### src/rtl/oled_text_pkg.sv
// Shared types and constants for the OLED text renderer: panel geometry, FSM
// states and the 8x8 glyph bitmaps (font8x8_basic layout, bit 0 = leftmost pixel).
package oled_text_pkg;

    typedef logic [15:0] rgb565_t;

    localparam int PANEL_W = 96;
    localparam int PANEL_H = 64;
    localparam int CHAR_W  = 8;
    localparam int CHAR_H  = 8;

    typedef enum logic [1:0] {
        ST_IDLE,
        ST_WIN,
        ST_PIX,
        ST_DONE
    } state_t;

    // Row 0 sits in the least significant byte, row 7 in the most significant.
    localparam logic [63:0] GLYPH_BLANK = 64'h0000_0000_0000_0000;
    localparam logic [63:0] GLYPH_SPACE = 64'h0000_0000_0000_0000;
    localparam logic [63:0] GLYPH_E     = 64'h007F_4616_1E16_467F;
    localparam logic [63:0] GLYPH_G     = 64'h007C_6673_0303_663C;
    localparam logic [63:0] GLYPH_O     = 64'h001C_3663_6363_361C;
    localparam logic [63:0] GLYPH_R     = 64'h0067_6636_3E66_663F;
    localparam logic [63:0] GLYPH_S     = 64'h001E_3338_0E07_331E;

endpackage

### src/rtl/oled_glyph_rom.sv
// Combinational glyph lookup: (character code, font row) -> 8-bit row bitmap.
// Codes without a glyph render blank.
module oled_glyph_rom
    import oled_text_pkg::*;
(
    input  logic [7:0] code,
    input  logic [2:0] row,
    output logic [7:0] bits
);

    logic [63:0] glyph;

    always_comb begin
        // NOTE: default assignment first so every path drives glyph; no latch.
        glyph = GLYPH_BLANK;
        case (code)
            8'h20:   glyph = GLYPH_SPACE;
            8'h45:   glyph = GLYPH_E;
            8'h47:   glyph = GLYPH_G;
            8'h4F:   glyph = GLYPH_O;
            8'h52:   glyph = GLYPH_R;
            8'h53:   glyph = GLYPH_S;
            default: glyph = GLYPH_BLANK;
        endcase
    end

    assign bits = glyph[{row, 3'b000} +: 8];

endmodule

### src/rtl/oled_text_renderer.sv
// Renders a latched NUM_CHARS string as an 8x8-font RGB565 pixel stream:
// one drawing-window command, then every pixel in raster order over valid/ready.
module oled_text_renderer
    import oled_text_pkg::*;
#(
    parameter int      NUM_CHARS = 3,
    parameter rgb565_t FG_COLOR  = 16'hFFFF,
    parameter rgb565_t BG_COLOR  = 16'h0000
) (
    input  logic                   clk,
    input  logic                   rst_n,
    input  logic                   i_start,
    input  logic [8*NUM_CHARS-1:0] i_ascii,
    input  logic [2:0]             i_text_row,
    input  logic [3:0]             i_text_col,
    output logic                   o_busy,
    output logic                   o_win_valid,
    input  logic                   i_win_ready,
    output logic [6:0]             o_win_col_start,
    output logic [6:0]             o_win_col_end,
    output logic [5:0]             o_win_row_start,
    output logic [5:0]             o_win_row_end,
    output logic                   o_pix_valid,
    output logic [15:0]            o_pix_data,
    input  logic                   i_pix_ready,
    output logic                   o_done
);

    localparam int             CW      = (NUM_CHARS > 1) ? $clog2(NUM_CHARS) : 1;
    localparam int             COL_W   = $clog2(PANEL_W);
    localparam int             ROW_W   = $clog2(PANEL_H);
    localparam logic [3:0]     MAX_COL = 4'(PANEL_W / CHAR_W - NUM_CHARS);
    localparam logic [CW-1:0]  LAST_C  = CW'(NUM_CHARS - 1);

    state_t                       state;
    logic [NUM_CHARS-1:0][7:0]    text_q;
    logic [2:0]                   cnt_r, nxt_r;
    logic [CW-1:0]                cnt_c, nxt_c;
    logic [2:0]                   cnt_b, nxt_b;
    logic [3:0]                   col_clamped;
    logic [COL_W-1:0]             win_col_start, win_col_end;
    logic [ROW_W-1:0]             win_row_start, win_row_end;
    logic [7:0]                   char_code;
    logic [7:0]                   glyph_bits;
    rgb565_t                      nxt_pix;
    logic                         last_pix;

    assign col_clamped   = (i_text_col > MAX_COL) ? MAX_COL : i_text_col;
    assign win_col_start = COL_W'(col_clamped * CHAR_W);
    assign win_col_end   = win_col_start + COL_W'(CHAR_W * NUM_CHARS - 1);
    assign win_row_start = ROW_W'(i_text_row * CHAR_H);
    assign win_row_end   = win_row_start + ROW_W'(CHAR_H - 1);

    // Position of the pixel to present after the next handshake; (0,0,0) outside PIX
    // so the window handshake preloads the first pixel.
    always_comb begin
        nxt_r = '0;
        nxt_c = '0;
        nxt_b = '0;
        if (state == ST_PIX) begin
            nxt_r = cnt_r;
            nxt_c = cnt_c;
            nxt_b = cnt_b + 3'd1;
            if (cnt_b == 3'd7) begin
                if (cnt_c == LAST_C) begin
                    nxt_c = '0;
                    nxt_r = cnt_r + 3'd1;
                end else begin
                    nxt_c = cnt_c + CW'(1);
                end
            end
        end
    end

    assign last_pix  = (cnt_r == 3'd7) && (cnt_c == LAST_C) && (cnt_b == 3'd7);
    assign char_code = text_q[LAST_C - nxt_c];
    assign nxt_pix   = glyph_bits[nxt_b] ? FG_COLOR : BG_COLOR;

    oled_glyph_rom u_glyph_rom (
        .code (char_code),
        .row  (nxt_r),
        .bits (glyph_bits)
    );

    // NOTE: sequential state uses non-blocking assignments only.
    always_ff @(posedge clk or negedge rst_n) begin
        if (!rst_n) begin
            state           <= ST_IDLE;
            // NOTE: the string latch is small flops, so it is reset with everything else.
            text_q          <= '0;
            cnt_r           <= '0;
            cnt_c           <= '0;
            cnt_b           <= '0;
            o_busy          <= 1'b0;
            o_win_valid     <= 1'b0;
            o_win_col_start <= '0;
            o_win_col_end   <= '0;
            o_win_row_start <= '0;
            o_win_row_end   <= '0;
            o_pix_valid     <= 1'b0;
            o_pix_data      <= '0;
            o_done          <= 1'b0;
        end else begin
            case (state)
                ST_IDLE: begin
                    if (i_start) begin
                        text_q          <= i_ascii;
                        o_win_col_start <= win_col_start;
                        o_win_col_end   <= win_col_end;
                        o_win_row_start <= win_row_start;
                        o_win_row_end   <= win_row_end;
                        o_win_valid     <= 1'b1;
                        o_busy          <= 1'b1;
                        state           <= ST_WIN;
                    end
                end
                ST_WIN: begin
                    if (i_win_ready) begin
                        o_win_valid <= 1'b0;
                        o_pix_valid <= 1'b1;
                        o_pix_data  <= nxt_pix;
                        cnt_r       <= nxt_r;
                        cnt_c       <= nxt_c;
                        cnt_b       <= nxt_b;
                        state       <= ST_PIX;
                    end
                end
                ST_PIX: begin
                    if (o_pix_valid && i_pix_ready) begin
                        if (last_pix) begin
                            o_pix_valid <= 1'b0;
                            o_pix_data  <= '0;
                            o_done      <= 1'b1;
                            state       <= ST_DONE;
                        end else begin
                            o_pix_data <= nxt_pix;
                            cnt_r      <= nxt_r;
                            cnt_c      <= nxt_c;
                            cnt_b      <= nxt_b;
                        end
                    end
                end
                ST_DONE: begin
                    o_done <= 1'b0;
                    o_busy <= 1'b0;
                    cnt_r  <= '0;
                    cnt_c  <= '0;
                    cnt_b  <= '0;
                    state  <= ST_IDLE;
                end
                default: state <= ST_IDLE;
            endcase
        end
    end

endmodule

### config.mk
export PLATFORM = sky130hd
export DESIGN_NAME = oled_text_renderer
export DESIGN_NICKNAME = d
export VERILOG_FILES = /design/src/rtl/oled_text_pkg.sv /design/src/rtl/oled_glyph_rom.sv /design/src/rtl/oled_text_renderer.sv
export SDC_FILE = /design/constraint.sdc
export NUM_CORES = 1
export LEC_CHECK = 0
export CAP_MARGIN = 40
export CELL_PAD_IN_SITES_DETAIL_PLACEMENT = 0
export CELL_PAD_IN_SITES_GLOBAL_PLACEMENT = 1
export CORE_MARGIN = 3
export CORE_UTILIZATION = 30
export CTS_CLUSTER_DIAMETER = 40
export CTS_CLUSTER_SIZE = 14
export DETAILED_ROUTE_END_ITERATION = 10
export PLACE_DENSITY = 0.66
export SYNTH_ARGS = -nofsm -noshare
export SYNTH_HDL_FRONTEND = slang
export SYNTH_SLANG_ARGS = --single-unit
### constraint.sdc
create_clock -name clk -period 3.82 [get_ports clk]
set_clock_uncertainty 0.2 [all_clocks]
set_input_delay 0.764 -clock clk [delete_from_list [all_inputs] [get_ports clk]]
set_output_delay 0.764 -clock clk [all_outputs]
set_load 0.005 [all_outputs]
Word level (Yosys, flattened, before mapping)
Index checks and enable logic that the tools add are counted.
{"block": "classes", "addsub": 6, "magnitude_cmp": 3, "n_eq_ne": 16, "shifts": 1, "muxes": 46, "n_reduce_logical": 17}
{"cell": "one-hot mux 55 bit (5 select lines)", "n": 1}
{"cell": "2-to-1 mux 16 bit", "n": 4}
{"cell": "indexed part select 64 x 7 -> 8 bit", "n": 1}
{"cell": "equality test 8 x 7 -> 1 bit, second input constant", "n": 5}
{"cell": "one-hot mux 16 bit (2 select lines)", "n": 1}
{"cell": "2-to-1 mux 3 bit", "n": 10}
{"cell": "2-to-1 mux 2 bit", "n": 10}
{"cell": "one-hot mux 3 bit (3 select lines)", "n": 2}
{"cell": "binary-select mux 8 bit (select 2 bit)", "n": 1}
{"cell": "AND reduction 4 bit", "n": 3}
{"cell": "AND reduction 3 bit", "n": 3}
{"cell": "2-to-1 mux 1 bit", "n": 8}
{"cell": "2-to-1 mux 8 bit", "n": 1}
{"cell": "!= test 2 bit, second input constant", "n": 4}
{"cell": "one-hot mux 1 bit (2 select lines)", "n": 4}
{"cell": "one-hot mux 2 bit (4 select lines)", "n": 1}
{"cell": "nonzero test 2 bit", "n": 4}
{"cell": "adder 7 x 5 -> 7 bit, second input constant", "n": 1}
{"cell": "adder 3 x 1 -> 3 bit, second input constant", "n": 2}
{"cell": "adder 6 x 3 -> 6 bit, second input constant", "n": 1}
{"cell": "equality test 2 bit, second input constant", "n": 3}
{"cell": "equality test 3 bit, second input constant", "n": 2}
{"cell": "one-hot mux 2 bit (3 select lines)", "n": 1}
{"cell": "> comparator 4 bit, second input constant", "n": 1}
{"cell": "other kinds (12)", "n": 15}
{"block": "word_totals", "regBits": 74, "out_inout_bits": 46}

Longest topological paths before layout
Gate-level depths: netlist of the first run.
{"block": "logic_depth", "ltp_word": 16, "ltp_mapped": 14, "mapped_depth_nobuf": 12}

By module
From an unflattened synthesis of the first run, not the netlist that was laid out.
{"block": "hier_totals", "hier_cells": 346, "area_unflattened_um2": 3345.7}
{"module": "oled_text_renderer", "n_inst": 1, "cells_each": 247, "area_per_inst_um2": 2757.6, "seq_area_each_um2": 1251.2}
{"module": "oled_glyph_rom", "n_inst": 1, "cells_each": 99, "area_per_inst_um2": 588.1, "seq_area_each_um2": 0.0}

Least setup slack after synthesis of the first run
Ideal clock, no wire load.
{"block": "synth_path", "path_type": "reg2reg", "start": "reg cnt_b[0]", "end": "reg o_pix_data[14]", "setup_time_ps": 76, "t_arrival_ps": 2705, "required_time_ps": 3544, "slack_ps": 839, "stages_incl_launch_ff": 15, "path_cell_list": "dfrtp_1 -> ha_1 -> ha_1 -> buf_6 -> buf_6 -> xor2_1 -> o2bb2ai_1 -> a211o_4 -> nor4_4 -> nand2_2 -> a31oi_1 -> nor4bb_1 -> a211oi_1 -> a32oi_1 -> o21ai_1"}
{"block": "synth_via", "elab_chain_cells": 15, "elab_cells_between_ends": 25}
{"item": "from (decl)", "line": "oled_text_renderer.sv:39", "source": "logic [2:0] cnt_b, nxt_b;"}
{"item": "from (signal assigned)", "line": "oled_text_renderer.sv:124", "source": "cnt_b <= nxt_b;"}
{"item": "from (signal assigned)", "line": "oled_text_renderer.sv:139", "source": "cnt_b <= nxt_b;"}
{"item": "equality test 3 bit", "line": "oled_text_renderer.sv:64, oled_text_renderer.sv:75"}
{"item": "2-to-1 mux 2 bit", "line": "oled_text_renderer.sv:64", "source": "if (cnt_b == 3'd7) begin"}
{"item": "2-to-1 mux 2 bit", "line": "oled_text_renderer.sv:60", "source": "if (state == ST_PIX) begin"}
{"item": "subtractor 2 bit", "line": "oled_text_renderer.sv:76", "source": "assign char_code = text_q[LAST_C - nxt_c];"}
{"item": "binary-select mux 8 bit (select 2 bit)", "line": "oled_text_renderer.sv:76"}
{"item": "2-to-1 mux 8 bit (not written as such)", "line": "oled_text_renderer.sv:76"}
{"item": "equality test 8 x 7 -> 1 bit", "line": "oled_glyph_rom.sv:16", "source": "case (code)"}
{"item": "one-hot mux 55 bit (5 select lines)", "line": "oled_glyph_rom.sv:16"}
{"item": "indexed part select 64 x 7 -> 8 bit", "line": "oled_glyph_rom.sv:27", "source": "assign bits = glyph[{row, 3'b000} +: 8];"}
{"item": "binary-select mux 1 bit (select 3 bit)", "line": "oled_text_renderer.sv:77", "source": "assign nxt_pix = glyph_bits[nxt_b] ? FG_COLOR : BG_COLOR;"}
{"item": "2-to-1 mux 1 bit (not written as such)", "line": "oled_text_renderer.sv:77"}
{"item": "2-to-1 mux 16 bit", "line": "oled_text_renderer.sv:77"}
{"item": "2-to-1 mux 16 bit", "line": "oled_text_renderer.sv:130", "source": "if (last_pix) begin"}
{"item": "2-to-1 mux 16 bit", "line": "oled_text_renderer.sv:129", "source": "if (o_pix_valid && i_pix_ready) begin"}
{"item": "one-hot mux 16 bit (2 select lines) *", "line": "oled_text_renderer.sv:104", "source": "case (state)"}
{"item": "to (signal assigned)", "line": "oled_text_renderer.sv:121", "source": "o_pix_data <= nxt_pix;"}
{"item": "to (signal assigned)", "line": "oled_text_renderer.sv:136", "source": "o_pix_data <= nxt_pix;"}
{"item": "to (decl)", "line": "oled_text_renderer.sv:24", "source": "output logic [15:0] o_pix_data,"}
Every way passes the cells marked *; elsewhere a longest branch is shown, timed or not. The select of a mux whose other input is x is not followed.
A chain may end at the register's enable or synchronous reset.

Worst setup path after layout of the first run
Ends and elaborated chain as after synthesis.

==> reports/metrics.yaml, run 1 <==
yosys:
  ys_top_cells_by_area: "dfrtp_1, mux2_2, buf_4"
  synthArstFlopShare: 1.00
  syn_area_sq_um: 3420
  yosys.cell_count.top_type: "dfrtp_1"
  synth_top_area_frac: 0.366
  syn_inst: 359
  synth_commonest_cells: "dfrtp_1, nand2_1, mux2_2"
  yosysUniqueCellTypes: 63
  synth-seq-area-share: 0.366
  synthFlopType: "dfrtp_1"
  synth-seq-cells: 50
  synth_area_per_cell_sq_um: 9.53
  synth_warnings: 0
  synth-edff-count: 0
  yosysTopAreaCell: "dfrtp_1"
die:
  io_pins: 82
  die-area_sq_um: 12700
  initial_core_util: 0.312
  die_x_microns: 113
  rows: 38
  coreArea_sq_um: 11000
  die_y_microns: 113
route:
  drc: 0
  vias: 2776
  ant_nets: 0
  drt_iter0_markers: 82
  first_pass_iters: 4
  finalWirelength_microns: 8270
  routedWlPerCell_microns: 15.1
  vias_per_cell: 5.07
worst_setup_path:
  critical-path-max-stage-delay_ns: 0.55
  cp_max_fo: 19
  startpoint_type: "flop"
  critical_path_buf_inv_count: 0
  cp_top_family: "compound AO/OA/AOI/OAI gates"
  worstSetupPathType: "flop to flop"
  critical_path_depth: 12
  arrival_ns: 3.41
  crit_chain: "ha_1, ha_2, or3b_1, o221ai_2, a221oi_4, and3_2, nand2_4, o31ai_1, a21oi_1, a211oi_1, a32oi_1, o21ai_1"
  worstSetupEndpointType: "flop"
  critPathSlowestCell: "a221oi_4"
  rrSetupSlack_ns: 0.44
  cp.required_ns: 3.85
  ff2ff_path_depth: 12
power_and_ir_drop:
  p_per_area_nw_per_um2: 657
  power.leakage_nw: 1.71
  peakVddDrop_mv: 0.293
  total_power_mw: 2.81
sta:
  period_needed_ns: 3.38
  slew_viol_final: 0
  max_freq_mhz: 296
  rsz0062_at_grt: "no"
  finalCritPeriodShare: 0.885
  setup_tns_ns: 0
  hold_viol: 0
  tightest_slew_ns: 0.704
  finalSetupViolCount: 0
  relSlewSlack: 0.531
placed_design:
  portBuffers: 75
  place.gp.congestion: 0.898
  post-dp-hpwl_microns: 6380
worst_hold_path:
  hold_path_depth: 2
  hold_path_class: "flop to flop"
clocking:
  h-tree-depth: 2
  cts.sinks: 50
  cts_setup_buffers: 0
  worstSkewPairLatency_ns: 0.29
  path_clk_slew_ns: 0.08
  cts_root_buf: "clkbuf_16"
  cts_made_buffers: 5
  clockBufferDepth: 2
  cts_tree: "built"
final_layout:
  drive_gt1_frac: 0.164
  nets: 452
  area_growth_pct: 25.1
  nFillCells: 1085
  antenna-diode-count: 0
grt:
  grt_pass1_wl_microns: 13800
  grt_max_degree: 36
  grt_usage: 0.131
  antenna_found_initial: 0
  grt_overflow: 0
  first_global_vias: 2726
run_status:
  status: "finished clean"
job:
  maxCapViolCount: 0
[final cells by class]
| class | instances | area (sq um) | area share |
|---|---|---|---|
| clock buffers | 5 | 125 | 0.0292 |
| clock inverters | 3 | 48.8 | 0.0114 |
| inverters | 12 | 46.3 | 0.0108 |
| multi-input cells | 251 | 1800 | 0.420 |
| flip-flops and latches | 50 | 1250 | 0.292 |
| well taps | 140 | 175 | 0.0409 |
| repair buffers | 87 | 836 | 0.195 |
[sequential cells by signal, summed over array words and instances (netlist names), 2 cells and up]
signal           count
o_win_col_start      3
o_win_row_end        2
state                2
cnt_b                3
o_win_col_end        5
cnt_c                2
text_q              24
cnt_r                3
[what timing repair did]
action / 4_1_cts / 5_1_grt
endpoints found under the setup margin: 0 / 1
hold buffers: 0 / 0
gates resized for setup: 0 / 1
[per-stage QoR]
stage	utilization	instances	area, sq um	hold slack, ns	setup WS (ns)
after floorplan	-	364	3440	0.254	0.839
after global placement	0.374	540	4110	0.267	0.313
after detailed placement	0.374	540	4110	0.274	0.308
after CTS	0.390	548	4280	0.291	0.290
after global routing	0.390	548	4280	0.330	0.191
final	0.390	548	4280	0.284	0.440
[cells by family after synthesis]
logic type	Yosys count	synth area share
other	1	0.00110
and+or+nand+nor	101	0.165
xor gates and xnor gates	4	0.0102
muxes	39	0.126
buffers and inverters	63	0.115
DFF	50	0.366
adders and majority gates	9	0.0329
AOI/OAI and AO/OA	92	0.185
[tightest hold or removal path, cell delays in order, from the launching register on]
cell and delay (ns):
dfrtp_1 0.35, nand2_1 0.04, o21ai_0 0.06
[power breakdown]
part / internal (mW) / switching (mW) / total, mW
clock network: 0.314 / 0.221 / 0.536
registers: 0.750 / 0.161 / 0.911
logic: 0.716 / 0.649 / 1.36
[metal layers]
| layer | vias to the layer above | track usage | share of wire |
|---|---|---|---|
| met5 | - | 0 | 0 |
| met4 | 0 | 0.0192 | 0.0046 |
| met3 | 3 | 0.0241 | 0.041 |
| met2 | 77 | 0.220 | 0.49 |
| met1 | 1336 | 0.182 | 0.47 |
| li1 | 1360 | - | - |
[cells in the final DEF (no fill, tap or decap), drive strengths merged, types with 5 or more instances in the layout]
master and count:
clkbuf 5, dfrtp 50, conb 6, o21ai 27, a21oi 18, inv 12
o31ai 5, a221oi 5, clkdlybuf4s50 74, nand3 11, o22ai 5, ha 9
mux2 33, nor2b 8, a31oi 5, nand2b 8, buf 13, mux2i 6
nor2 16, nand2 37
[final timing paths]
check                                    to              from
max in group asynchronous        text_q[23]             rst_n
hold reg to reg            o_win_col_end[6]  o_win_col_end[6]
hold / removal             o_win_col_end[6]  o_win_col_end[6]
setup / recovery             o_pix_data[14]          cnt_b[0]
setup reg to reg             o_pix_data[14]          cnt_b[0]
min in group asynchronous        text_q[17]             rst_n
Note: power is estimated with default switching activity, not from simulation.
==> inputs of run 2 (changes only) <==
Settings changed: ABC_AREA from default to 1, PLACE_DENSITY 0.66 to 0.75.
==> reports/metrics.yaml, run 2 <==
run_status:
  status: "finished clean"
sta:
  hold_viol: 0  # unchanged
  finalCritPeriodShare: 0.819  # -0.0661
  setup_tns_ns: 0  # unchanged
  tightest_slew_ns: 0.642  # -0.0615 ns
  slew_viol_final: 0  # unchanged
  finalSetupViolCount: 0  # unchanged
  rsz0062_at_grt: "no"
  period_needed_ns: 3.13  # -0.253 ns
  relSlewSlack: 0.569  # +0.0383
  max_freq_mhz: 320  # +8.1%
final_layout:
  nets: 582  # +29%
  largest_register_ffs: 24  # unchanged
  antenna-diode-count: 0  # unchanged
  area_growth_pct: 25.6
  layout_common_cells: "nand2_1, clkdlybuf4s50_1, nand3_1"
  top_regs: "text_q (24), o_win_col_end (5)"
  drive_gt1_frac: 0.0725  # -0.0917
  layout_commonest_cell: "nand2_1"
  largest_register: "text_q"
worst_setup_path:
  critical-path-max-stage-delay_ns: 0.42  # -0.13 ns
  startpoint: "cnt_b[0]"
  worstSetupEndpointType: "flop"
  ff2ff_path_depth: 20  # +8
  worstSetupPathType: "flop to flop"
  cp_max_fo: 12  # -7
  startpoint_type: "flop"
  rrSetupSlack_ns: 0.69  # +0.25 ns
  cp.required_ns: 3.81  # -0.04 ns
  cp-endpoint: "o_pix_data[14]"
  arrival_ns: 3.12  # -0.29 ns
  reg2reg_from: "cnt_b[0]"
  critPathSlowestCell: "dfrtp_1"
  crit_top_cell: "nand2_1"
  r2r-end: "o_pix_data[14]"
  crit_chain: "ha_1, ha_1, nand2_1, nand2_2, inv_4, nand3_2, nand2_2, nor2_1, nor2_1, nor2_2, nand3_2, nand4_1, nand3_1, nand2_1, nand2_1, nand2_1, nand2_1, nand3_1, nand3_1, nand2_1"
yosys:
  synth-edff-count: 0  # unchanged
  synth_top_area_frac: 0.370  # +0.00447
  synth_area_per_cell_sq_um: 6.96  # -27%
  synthArstFlopShare: 1.00  # unchanged
  syn_area_sq_um: 3380  # -1.2%
  yosysTopAreaCell: "dfrtp_1"
  synth_commonest_cells: "nand2_1, nand3_1, dfrtp_1"
  ys_top_cells_by_area: "dfrtp_1, nand2_1, nand3_1"
  syn_inst: 486  # +35%
  synthFlopType: "dfrtp_1"
  synth-seq-area-share: 0.370  # +0.00447
  yosysUniqueCellTypes: 34  # -46%
  synth-seq-cells: 50  # unchanged
  synth_warnings: 0  # unchanged
  yosys.cell_count.top_type: "nand2_1"
clocking:
  cts.sinks: 50  # unchanged
  cts_tree: "built"
  h-tree-depth: 2  # unchanged
  clockBufferDepth: 2  # unchanged
  cts_setup_buffers: 0  # unchanged
  path_clk_slew_ns: 0.07  # about the same
  worstSkewPairLatency_ns: 0.29  # about the same
  cts_resized: 0  # unchanged
  cts_made_buffers: 5  # unchanged
  cts_root_buf: "clkbuf_16"
  ctsHoldBuffers: 0  # unchanged
placed_design:
  place.gp.congestion: 0.824  # -8.3%
  post-dp-hpwl_microns: 6150  # -3.6%
  portBuffers: 75  # unchanged
route:
  wl_met3_microns: 362  # +7.4%
  ant_nets: 0  # unchanged
  vias_per_cell: 4.56  # -9.9%
  wl_met2_microns: 3780  # -6.4%
  routedWlPerCell_microns: 12.1  # -20%
  vias: 3094  # +11%
  wl_met1_microns: 3970  # +2.7%
  drc: 0  # unchanged
  top_layer_used: "met4"
  drt_iter0_markers: 110  # +34%
  finalWirelength_microns: 8210  # -0.77%
  first_pass_iters: 4  # unchanged
power_and_ir_drop:
  p_per_area_nw_per_um2: 588  # -10%
  total_power_mw: 2.50  # -11%
  power.leakage_nw: 2.11  # +24%
  peakVddDrop_mv: 0.418  # +43%
die:
  io_pins: 82  # unchanged
  die_x_microns: 112  # -0.57%
  die-area_sq_um: 12600  # -1.1%
  coreArea_sq_um: 10900  # -0.43%
  initial_core_util: 0.309  # -0.00242
  die_y_microns: 112  # -0.57%
  rows: 38  # unchanged
grt:
  grt_overflow: 0  # unchanged
  grt_pass1_wl_microns: 14100  # +2.2%
  antenna_found_initial: 0  # unchanged
  grt_usage: 0.133  # +0.00175
  first_global_vias: 2967  # +8.8%
  grt_max_degree: 29  # -19%
worst_hold_path:
  hold_path_class: "input port to async pin"
job:
  maxCapViolCount: 0  # unchanged
==> run 2: changes by cell type after synthesis, moves of 8 or more <==
cell / before / now
inv_1: 11 / 42
nor2b_1: 8 / 0
a21oi_1: 18 / 10
nand3_1: 11 / 52
nor2_1: 14 / 48
mux2_2: 33 / 0
nand2b_1: 8 / 0
nand2_1: 35 / 157
==> run 2: area by class of cell <==
| type | instances | area, sq um |
|---|---|---|
| fillers | 1163 | 6690 |
| multi-input cells | 353 | 1680 |
| flip-flops and latches | 50 | 1250 |
| repair buffers | 82 | 811 |
| well taps | 140 | 175 |
| inverters | 45 | 171 |
| clock buffers | 6 | 139 |
| clock inverters | 2 | 16.3 |
==> run 2: worst min-delay path by stage <==
stage	slack [ns]	startpoint	depth (start not counted)	endpoint
after floorplan	0.24	text_q[15]	2	text_q[15]
after global placement	0.26	text_q[15]	2	text_q[15]
after detailed placement	0.26	text_q[15]	2	text_q[15]
after CTS	0.15	rst_n	1	text_q[7]
after global routing	0.16	rst_n	1	text_q[7]
final	0.14	rst_n	1	text_q[7]
==> run 2: worst max-delay path, delay by kind of cell (launching register included) <==
family	cells	cell delay (ns)
fa+ha+maj	2	0.43
buf+inv	1	0.12
flops	1	0.42
simple gates	17	1.85
==> run 2: logic make-up (layout without fill, tap and decap cells) <==
| logic type | Yosys count | count (layout) | synth area share |
|---|---|---|---|
| DFF | 50 | 50 | 0.370 |
| AOI/OAI and AO/OA | 43 | 43 | 0.0696 |
| adders and majority gates | 9 | 9 | 0.0333 |
| buffers and inverters | 88 | 135 | 0.138 |
| and+or+nand+nor | 294 | 294 | 0.385 |
| other | 1 | 6 | 0.00111 |
| xor gates and xnor gates | 1 | 1 | 0.00259 |
==> run 2: where the power goes <==
| group | leakage (nW) | internal [mW] | total [mW] | switching, mW |
|---|---|---|---|---|
| sequential | 0.623 | 0.732 | 0.846 | 0.114 |
| clock | 0.0735 | 0.263 | 0.473 | 0.209 |
| combinational | 1.41 | 0.531 | 1.18 | 0.645 |
| total | 2.11 | 1.53 | 2.50 | 0.969 |
==> run 2: through the flow <==
step                area [sq um]  setup slack, ns  utilization  cells  hold slack [ns]
floorplan                   3400             1.09            -    491            0.240
global placement            4070            0.786        0.372    669            0.257
detailed placement          4090            0.721        0.374    670            0.258
CTS                         4250            0.704        0.388    678            0.146
global route                4250            0.393        0.388    678            0.161
finish                      4250            0.693        0.388    678            0.140
==> run 2: routing by layer <==
metal  global-route usage  vias up
li1                     -     1612
met2                0.214       57
met5                    0        -
met1                0.182     1420
met4               0.0433        0
met3               0.0237        5
==> inputs of run 3 (changes only) <==
Clock period 3.82 ns to 3.2 ns, I/O delays scaled along.
==> reports/metrics.yaml, run 3 (synthesized netlist as in run 2, its figures left out) <==
run_status:
  status: "finished clean"
clocking:
  path_clk_slew_ns: 0.07  # about the same
  cts_root_buf: "clkbuf_16"
  worstSkewPairLatency_ns: 0.29  # about the same
  ctsHoldBuffers: 0  # unchanged
  h-tree-depth: 2  # unchanged
  cts_made_buffers: 5  # unchanged
  cts.sinks: 50  # unchanged
  cts_tree: "built"
  clockBufferDepth: 2  # unchanged
sta:
  rsz0062_at_grt: "no"
  setup_tns_ns: 0  # unchanged
  finalSetupViolCount: 0  # unchanged
  hold_viol: 0  # unchanged
  finalCritPeriodShare: 0.920  # +0.101
  tightest_slew_ns: 0.717  # +0.0744 ns
  slew_viol_final: 0  # unchanged
  period_needed_ns: 2.94  # -0.184 ns
  max_freq_mhz: 340  # +6.2%
  relSlewSlack: 0.520  # -0.0487
  holdWs_ns: 0.195  # +0.0549 ns
power_and_ir_drop:
  power.leakage_nw: 2.17  # +3.0%
  peakVddDrop_mv: 0.423  # +1.3%
  p_per_area_nw_per_um2: 696  # +18%
worst_setup_path:
  startpoint_type: "flop"
  worstSetupPathType: "flop to flop"
  cp_max_fo: 12  # unchanged
  crit_top_cell: "nand2_1"
  worstSetupEndpointType: "flop"
  crit_chain: "ha_1, ha_2, nand2_2, nand2_2, nor2_4, clkbuf_2, nand3_1, nand2_1, nor2_1, nor2_2, nand3_4, nand2_1, nand2_1, a21oi_1, nand2_1, nand3_1, nand3_1, nand2_1, nand3_1, nand2_1"
  critical-path-max-stage-delay_ns: 0.40  # -0.02 ns
  arrival_ns: 2.97  # -0.15 ns
  cp.required_ns: 3.23  # -0.58 ns
  critPathSlowestCell: "dfrtp_1"
die:
  die_y_microns: 112  # unchanged
  io_pins: 82  # unchanged
  die_x_microns: 112  # unchanged
  initial_core_util: 0.309  # unchanged
  coreArea_sq_um: 10900  # unchanged
  die-area_sq_um: 12600  # unchanged
  rows: 38  # unchanged
final_layout:
  ff_latch_area_sq_um: 1250  # unchanged
  nets: 593  # +1.9%
  utilization: 0.403  # +0.0148
  area_growth_pct: 30.3
  multi_input_area_sq_um: 1770  # +5.5%
  largest_register_ffs: 24  # unchanged
  layout_commonest_cell: "nand2_1"
  nFillCells: 1151  # -1.0%
  stdcell_area_sq_um: 4410  # +3.8%
  antenna-diode-count: 0  # unchanged
  layout_common_cells: "nand2_1, clkdlybuf4s50_1, nand3_1, dfrtp_1, nor2_1"
  drive_gt1_frac: 0.117  # +0.0441
  largest_register: "text_q"
  top_regs: "text_q (24), o_win_col_end (5)"
route:
  first_pass_iters: 4  # unchanged
  routedWlPerCell_microns: 12.4  # +2.2%
  ant_nets: 0  # unchanged
  drc: 0  # unchanged
  finalWirelength_microns: 8530  # +3.9%
  vias: 3212  # +3.8%
  drt_iter0_markers: 159  # +45%
  vias_per_cell: 4.66  # +2.2%
grt:
  grt_pass1_wl_microns: 14100  # about the same
  grt_overflow: 0  # unchanged
  grt_usage: 0.133  # about the same
  grt_max_degree: 33  # +14%
  first_global_vias: 3111  # +4.9%
  antenna_found_initial: 0  # unchanged
placed_design:
  post_dp_cell_area_sq_um: 4120  # +0.73%
  portBuffers: 75  # unchanged
  place.gp.congestion: 0.853  # +3.5%
  post-dp-hpwl_microns: 6350  # +3.3%
job:
  maxCapViolCount: 0  # unchanged
worst_hold_path:
  hold_path_class: "input port to async pin"
run 3: metal layers:
layer,vias up,global-route usage,share of wire
li1,1640,-,-
met1,1490,0.181,0.46
met2,73,0.218,0.48
met3,9,0.0151,0.038
met4,0,0.0513,0.017
met5,-,0,0
run 3: worst paths after layout:
check / slack [ns] / cells after the start / from / to
setup / recovery: 0.26 / 20 / cnt_b[0] / o_pix_data[14]
hold / removal: 0.20 / 1 / rst_n / text_q[23]
setup reg to reg: 0.26 / 20 / cnt_b[0] / o_pix_data[14]
hold reg to reg: 0.28 / 2 / text_q[15] / text_q[15]
max in group asynchronous: 1.98 / 2 / rst_n / text_q[11]
min in group clk: 0.28 / 2 / text_q[15] / text_q[15]
run 3: metrics by stage:
step / total power [mW] / setup slack [ns] / instances
after global placement: 2.47 / 0.200 / 674
after detailed placement: 2.48 / 0.150 / 674
after global routing: 3.34 / 0.00975 / 689
after CTS: 3.04 / 0.131 / 682
final: 3.07 / 0.257 / 689
after floorplan: 1.95 / 0.468 / 491
run 3: repair_timing:
action / CTS / global route
gates resized for setup: 0 / 21
setup buffers: 0 / 6
setup endpoints to repair: 0 / 1
run 3: layout make-up:
class / count / share of cell area
clock buffer: 5 / 0.0284
inverter: 45 / 0.0395
clock inverter: 3 / 0.00539
timing repair buffer: 92 / 0.200
tap: 140 / 0.0398
multi-input combinational: 354 / 0.403
sequential: 50 / 0.284
run 3: worst max-delay path: cells and delay by family (launching register included):
| kind | cells | cell delay [ns] |
|---|---|---|
| buffers and inverters | 1 | 0.18 |
| DFF | 1 | 0.40 |
| and+or+nand+nor | 16 | 1.54 |
| adders and majority gates | 2 | 0.40 |
| AOI/OAI and AO/OA | 1 | 0.16 |
run 3: power breakdown:
part           switching, mW  internal, mW  total, mW
clock                  0.246         0.293      0.539
sequential             0.141         0.873       1.01
combinational          0.829         0.682       1.51
total                   1.22          1.85       3.07
